--- config.mk ---
export PLATFORM = sky130hd
export DESIGN_NAME = point_sequencer
export DESIGN_NICKNAME = d
export VERILOG_FILES = /design/src/rtl/point_sequencer.sv
export SDC_FILE = /design/constraint.sdc
export NUM_CORES = 1
export LEC_CHECK = 0
export CAP_MARGIN = 40
export CORE_UTILIZATION = 45
export CTS_CLUSTER_DIAMETER = 150
export DETAILED_ROUTE_END_ITERATION = 8
export GPL_TIMING_DRIVEN = 0
export HOLD_SLACK_MARGIN = 0.05
export PLACE_DENSITY = 0.76
export SLEW_MARGIN = 20
export SYNTH_ARGS = -nofsm -noshare
export SYNTH_HDL_FRONTEND = slang
export SYNTH_SLANG_ARGS = --single-unit
--- constraint.sdc ---
create_clock -name clk -period 11.2 [get_ports clk]
set_input_delay 2.24 -clock clk [delete_from_list [all_inputs] [get_ports clk]]
set_output_delay 2.24 -clock clk [all_outputs]
set_load 0.01 [all_outputs]
--- src/rtl/point_sequencer.sv ---
`default_nettype none
// ============================================================================
// Module      : point_sequencer
// Description : Walks a frame of points from RAM and emits DAC samples that
//               step the beam toward each point, at most STEP per axis.
// Revision    : 1.0 - initial release
// ============================================================================
module point_sequencer #(
    parameter int INDEX_BITS = 11,
    parameter int STEP       = 16
) (
    input  logic                  clk,
    input  logic                  reset,
    input  logic                  drawing,
    input  logic [INDEX_BITS-1:0] num_points,
    input  logic [24:0]           point,
    output logic [INDEX_BITS-1:0] read_address,
    output logic                  done_drawing,
    output logic [11:0]           dac_x,
    output logic [11:0]           dac_y,
    output logic                  blank,
    output logic                  dac_valid,
    input  logic                  dac_ready
);

    typedef enum logic [2:0] {
        S_IDLE = 3'd0,
        S_ADDR = 3'd1,
        S_DATA = 3'd2,
        S_EMIT = 3'd3,
        S_DONE = 3'd4
    } state_t;

    localparam logic [12:0]           c_STEP = 13'(STEP);
    localparam logic [INDEX_BITS-1:0] c_ONE  = INDEX_BITS'(1);

    // One axis of the step rule: jump to target when within STEP, else move STEP.
    function automatic logic [11:0] step_toward(input logic [11:0] cur,
                                                input logic [11:0] tgt);
        logic signed [12:0] d;
        d = $signed({1'b0, tgt}) - $signed({1'b0, cur});
        if (d > $signed(c_STEP))
            return cur + c_STEP[11:0];
        else if (d < -$signed(c_STEP))
            return cur - c_STEP[11:0];
        else
            return tgt;
    endfunction

    state_t                r_state;
    logic [INDEX_BITS-1:0] r_index;
    logic [INDEX_BITS-1:0] r_count;
    logic [11:0]           r_tx;
    logic [11:0]           r_ty;
    logic [11:0]           r_pos_x;
    logic [11:0]           r_pos_y;
    logic                  r_holdoff;

    logic [11:0] w_first_x;
    logic [11:0] w_first_y;
    logic [11:0] w_next_x;
    logic [11:0] w_next_y;
    logic        w_xfer;
    logic        w_at_target;
    logic        w_last_point;

    assign w_first_x    = step_toward(r_pos_x, point[23:12]);
    assign w_first_y    = step_toward(r_pos_y, point[11:0]);
    assign w_next_x     = step_toward(dac_x, r_tx);
    assign w_next_y     = step_toward(dac_y, r_ty);
    assign w_xfer       = dac_valid & dac_ready;
    assign w_at_target  = (dac_x == r_tx) && (dac_y == r_ty);
    assign w_last_point = (r_index == r_count - c_ONE);

    always_ff @(posedge clk) begin
        if (reset) begin
            r_state      <= S_IDLE;
            r_index      <= '0;
            r_count      <= '0;
            r_tx         <= '0;
            r_ty         <= '0;
            r_pos_x      <= '0;
            r_pos_y      <= '0;
            r_holdoff    <= 1'b0;
            read_address <= '0;
            done_drawing <= 1'b0;
            dac_x        <= '0;
            dac_y        <= '0;
            blank        <= 1'b1;
            dac_valid    <= 1'b0;
        end else begin
            case (r_state)
                S_IDLE: begin
                    // The cycle right after a done pulse is skipped so the
                    // frame buffer can react before drawing is looked at again.
                    if (r_holdoff) begin
                        r_holdoff <= 1'b0;
                    end else if (drawing) begin
                        r_count      <= num_points;
                        r_index      <= '0;
                        read_address <= '0;
                        if (num_points == '0) begin
                            done_drawing <= 1'b1;
                            r_state      <= S_DONE;
                        end else begin
                            r_state <= S_ADDR;
                        end
                    end
                end
                S_ADDR: begin
                    r_state <= S_DATA;
                end
                S_DATA: begin
                    r_tx      <= point[23:12];
                    r_ty      <= point[11:0];
                    dac_x     <= w_first_x;
                    dac_y     <= w_first_y;
                    blank     <= ~point[24];
                    dac_valid <= 1'b1;
                    r_state   <= S_EMIT;
                end
                S_EMIT: begin
                    if (w_xfer) begin
                        r_pos_x <= dac_x;
                        r_pos_y <= dac_y;
                        if (!w_at_target) begin
                            dac_x <= w_next_x;
                            dac_y <= w_next_y;
                        end else begin
                            dac_valid <= 1'b0;
                            if (w_last_point) begin
                                done_drawing <= 1'b1;
                                r_state      <= S_DONE;
                            end else begin
                                r_index      <= r_index + c_ONE;
                                read_address <= r_index + c_ONE;
                                r_state      <= S_ADDR;
                            end
                        end
                    end
                end
                S_DONE: begin
                    done_drawing <= 1'b0;
                    r_holdoff    <= 1'b1;
                    r_state      <= S_IDLE;
                end
                default: begin
                    r_state <= S_IDLE;
                end
            endcase
        end
    end

endmodule
`default_nettype wire

### Word-level counts from Yosys, hierarchy flattened

Index checks and enable logic that the tools add are counted.

* flip-flop bits (word level): 101
* input port bits: 40
* word-level logic and storage cells: 105

* add/subtract/negate cells: 14
* $lt $le $gt $ge: 8
* equal/unequal tests: 15
* muxes and demuxes: 38
* bitwise logic cells: 3
* reduce and logical (&&, ||, !) cells: 14

Operators with widths (count)
* $mux W12: 12
* $mux W11: 5
* $gt A13 B6 Y1 const B: 4
* $lt A13 B5 Y1 const B: 4
* $sub A12 B12 Y13: 4
* $add A12 B5 Y12 const B: 4
* $pmux W12 S2: 2
* $sub A12 B5 Y12 const B: 4
* $eq A12 B12 Y1: 2
* $pmux W11 S2: 1
* $mux W3: 6
* $ne A2 B2 Y1 const B: 8
* $pmux W3 S4: 1
* $add A11 B1 Y11 const B: 1
* $eq A11 B11 Y1: 1
* $logic_not A11 Y1: 1
* $sub A11 B1 Y11 const B: 1
* $reduce_and A3 Y1: 3
* $mux W1: 8
* $reduce_and A7 Y1: 1
* $eq A3 B2 Y1 const B: 2
* $reduce_and A6 Y1: 1
* $reduce_bool A2 Y1: 3
* $pmux W1 S2: 2
* other kinds (10): 11

### Longest topological paths before layout

* word-level depth: 7
* depth in mapped cells: 15

### Least setup slack after synthesis

OpenSTA, ideal clock, no wires.

* path kind: input-to-reg
* start point: input point[12]
* end point: register dac_x[9]
* library setup time: 0.074 ns
* arrival: 5.194 ns
* required time: 11.126 ns
* setup slack: 5.931 ns
* cell stages on the path: 13
* buffers on the path: 1
* cells stage by stage: inv_1 ha_1 fa_1 xnor2_1 or4b_1 a32o_1 or4_4 o31a_1 buf_6 a221oi_2 o221ai_1 o31a_1 a31oi_1

* longest elaborated chain between the ends: 5
* elaborated cells on any way between the ends: 6

RTL lines
* start: declaration: RTL line 16 `input logic [24:0] point,`
* $sub A12 B12 Y13 (*): RTL line 41 `d = $signed({1'b0, tgt}) - $signed({1'b0, cur});`
* $lt A13 B5 Y1: RTL line 44 `else if (d < -$signed(c_STEP))`
* $mux W12: RTL line 44
* $mux W12 (*): RTL line 42 `if (d > $signed(c_STEP))`
* $pmux W12 S2 (*): RTL line 92 `case (r_state)`
* end signal: assignment: RTL line 116 `dac_x <= w_first_x;`
* end signal: assignment: RTL line 127 `dac_x <= w_next_x;`
* end: declaration: RTL line 19 `output logic [11:0] dac_x,`

Every way passes the cells marked *; elsewhere a longest branch is shown, timed or not.
A chain may end at the register's enable or synchronous reset.

### Worst setup path after layout

* start point: input point[6]
* end point: register dac_y[3]

* longest elaborated chain between the ends: 5
* elaborated cells on any way between the ends: 6

RTL lines
* $sub A12 B12 Y13 (*): RTL line 41
* $lt A13 B5 Y1: RTL line 44
* $mux W12: RTL line 44
* $mux W12 (*): RTL line 42
* $pmux W12 S2 (*): RTL line 92
* end signal: assignment: RTL line 117 `dac_y <= w_first_y;`
* end signal: assignment: RTL line 128 `dac_y <= w_next_y;`
* end: declaration: RTL line 20 `output logic [11:0] dac_y,`

Marks and branches as above.

==> impl_metrics.json <==
{
  "synth_compound_area_share_pct": 28.7,
  "pwr_density_cell_nw_per_um2": 166,
  "drc": 0,
  "crit_path_end_kind": "flop",
  "rsz0062_at_grt": "no",
  "slowest_delay_ps": 610,
  "crit_fanout": 9,
  "hold_slack_ps": 470,
  "maxCapViolations": 0,
  "cts_buffer_depth": 2,
  "antenna_found_initial": 0,
  "grt_usage_pct": 26.8,
  "synth_area_per_cell_sq_um": 7.33,
  "dr.pass1.iters": 6,
  "seq_area_frac_synth_pct": 22.5,
  "yosysWarningCount": 0,
  "path_class": "input pin to flop",
  "worst_pin_slew_ps": 881,
  "clock_latency_ps": 360,
  "die_w_um": 143,
  "die_area_sq_um": 20600,
  "slowest_stage": "a2111oi_0",
  "cts_tree": "done",
  "drive_gt1_share_pct": 4.24,
  "num_vias": 9613,
  "cts_hold_buf": 0,
  "via_per_inst": 6.06,
  "ctsHtreeMaxLevel": 3,
  "core-area_sq_um": 19500,
  "diodes": 0,
  "place_congestion": 0.935,
  "synth_cell_types": 89,
  "start_util_pct": 46.1,
  "post-route-period-util_pct": 54.3,
  "fp.dieH_um": 143,
  "synthesis.instances": 1229,
  "setup_ws_ps": 5110,
  "cts-root-buf": "clkbuf_16",
  "final_max_slew_viol_count": 0,
  "syn_to_final_growth_pct": 15.4,
  "ir_drop_mv": 0.0955,
  "synthXorXnorAreaFrac_pct": 5.84,
  "cp_cell_sequence": "clkdlybuf4s50_1 -> ha_1 -> a21oi_1 -> o211ai_1 -> a2111oi_0 -> o211ai_1 -> a2111o_1 -> o21ai_2 -> nand2_1 -> mux2_2 -> a22oi_1 -> a21oi_1",
  "ios": 78,
  "fmax_ghz": 0.164,
  "post-place-cells": 1571,
  "first_iter_violations": 908,
  "cts_resized": 0,
  "synth_top_family_by_area": "compound AO/OA/AOI/OAI gates",
  "yosys_most_used_dff": "dfxtp_1",
  "grt_pass1_vias": 8540,
  "cts_sinks": 101,
  "globalRoute.totalOverflow": 0,
  "rows": 51,
  "leakage_nw": 3.81,
  "nets": 1419,
  "ys_async_sr_fraction_pct": 0,
  "mappedNetlistArea_sq_um": 9000,
  "synth_fa_ha_area_share_pct": 8.95,
  "dp_hpwl_um": 21200,
  "post-route-min-period_ps": 6090,
  "finalHoldViolCount": 0,
  "start_kind": "input pin",
  "ant_nets": 0,
  "hold_path_class": "flop to flop",
  "io_buffers": 77,
  "synthMuxAreaShare_pct": 3.35,
  "fill_cells": 1912,
  "finalNonFillerCells": 1587,
  "setup_viol": 0,
  "syn_nets": 1331,
  "routed_wl_um": 27400,
  "pre_cts_ws_ps": 4890,
  "fin_skew_ps": 6.86,
  "critPathArrivalTime_ps": 6310,
  "finalSetupTns_ps": 0,
  "grt_pass1_wl_um": 43800,
  "wire_per_inst_um": 17.3,
  "synth_edf_count": 0,
  "slew_headroom_pct": 39.8,
  "grt_max_degree": 19,
  "outcome": "finished clean",
  "synth-seq-cells": 101,
  "clkTransAtPathRegs_ps": 70,
  "cts_made_buffers": 9,
  "cts_setup_buffers": 0,
  "synth-simple-area-share_pct": 24.7,
  "crit_required_ps": 11430
}
worst paths after layout:
path | startpoint | endpoint | slack, ps | depth (start not counted)
max | point[6] | dac_y[3] | 5110 | 12
min reg2reg | r_holdoff | r_holdoff | 470 | 2
max reg2reg | dac_y[6] | dac_y[2] | 6630 | 14
min | r_holdoff | r_holdoff | 470 | 2
cell usage after synthesis (8+ instances only):
cell	count	share of area, %
nand2_1	163	6.8
a21oi_1	122	6.8
dfxtp_1	101	22
nor2_1	98	4.1
inv_1	84	3.5
ha_1	58	8.1
o21ai_0	50	2.8
clkbuf_1	43	1.8
xnor2_1	41	4.0
nand3_1	40	2.2
nor3_1	37	2.1
a211oi_1	22	1.8
mux2i_1	20	2.2
xor2_1	19	1.8
o211ai_1	18	1.5
and3_1	15	1.0
a21o_1	14	1.2
nand2b_1	14	0.97
nor4_1	14	0.97
a2111oi_0	13	1.3
a22oi_1	11	0.92
nor2b_1	11	0.76
nand4_1	10	0.69
o22ai_1	10	0.69
or3_1	10	0.69
and2_1	9	0.63
nor3b_1	9	0.75
o21a_1	9	0.75
o221ai_1	9	0.88
a221oi_1	8	0.78
o211a_1	8	0.89
o31ai_1	8	0.67
kinds of logic after synthesis:
kind of cell / after synthesis
xor+xnor: 60
buf+inv: 138
simple gates: 462
fa+ha+maj: 62
mux: 28
compound gates: 378
flops: 101
flip-flops by register name, summed over array words and instances, names as in the netlist:
name,flops
r_pos_y,12
r_ty,12
dac_x,12
r_holdoff,1
dac_valid,1
r_count,11
blank,1
r_state,3
r_pos_x,12
r_tx,12
r_index,11
done_drawing,1
dac_y,12
through the flow:
step	util (%)	total power [mW]	instance area, sq um
floorplan	-	1.15	9000
finish	53.2	1.72	10400
global placement	51.8	1.38	10100
global route	53.2	1.83	10400
CTS	53.2	1.70	10400
detailed placement	51.8	1.39	10100
routing by layer:
metal	global-route usage, %	part of all wire (%)	wire (um)
met1	36.1	46	12500
met2	41.8	44	12100
met3	4.63	7.2	1980
met4	11.4	3.0	816
met5	0	0	0
final cells by class:
class	instances	area, sq um	area share [%]
Clock buffer	9	225	2.17
Buffer	54	226	2.18
Tap cell	265	332	3.19
Multi-Input combinational cell	990	6440	62.0
Inverter	84	315	3.03
Timing Repair Buffer	77	771	7.42
Sequential cell	101	2020	19.5
Clock inverter	7	58.8	0.566
cell usage in the layout (no fill, tap or decap), drive strengths merged, types with 8 or more instances in the layout:
| cell type | instances |
|---|---|
| o221ai | 9 |
| a22oi | 12 |
| o21a | 9 |
| xor2 | 19 |
| a21o | 14 |
| buf | 11 |
| nor4 | 15 |
| o22ai | 10 |
| nand3 | 40 |
| clkbuf | 52 |
| and2 | 9 |
| o31ai | 8 |
| nand2b | 14 |
| o211ai | 18 |
| nor3 | 37 |
| nor2 | 98 |
| mux2i | 20 |
| a21oi | 123 |
| inv | 86 |
| o21ai | 53 |
| nor3b | 9 |
| clkdlybuf4s50 | 77 |
| nand4 | 10 |
| xnor2 | 41 |
| and3 | 15 |
| dfxtp | 101 |
| o211a | 8 |
| nor2b | 11 |
| a211oi | 23 |
| a2111oi | 14 |
| or3 | 10 |
| a221oi | 10 |
| ha | 58 |
| nand2 | 163 |
power by group:
part / internal [mW] / switching (mW) / total (mW)
Clock: 0.154 / 0.154 / 0.308
Combinational: 0.393 / 0.576 / 0.969
Sequential: 0.395 / 0.0494 / 0.444
critical path: cells and delay by family:
kind	cells	cell delay [ps]
AND/OR/NAND/NOR	1	360
adder cells (fa/ha/maj)	1	440
buffers and inverters	1	490
AO/OA/AOI/OAI	8	2380
multiplexers	1	380
Power figures use the tool's default switching activity.
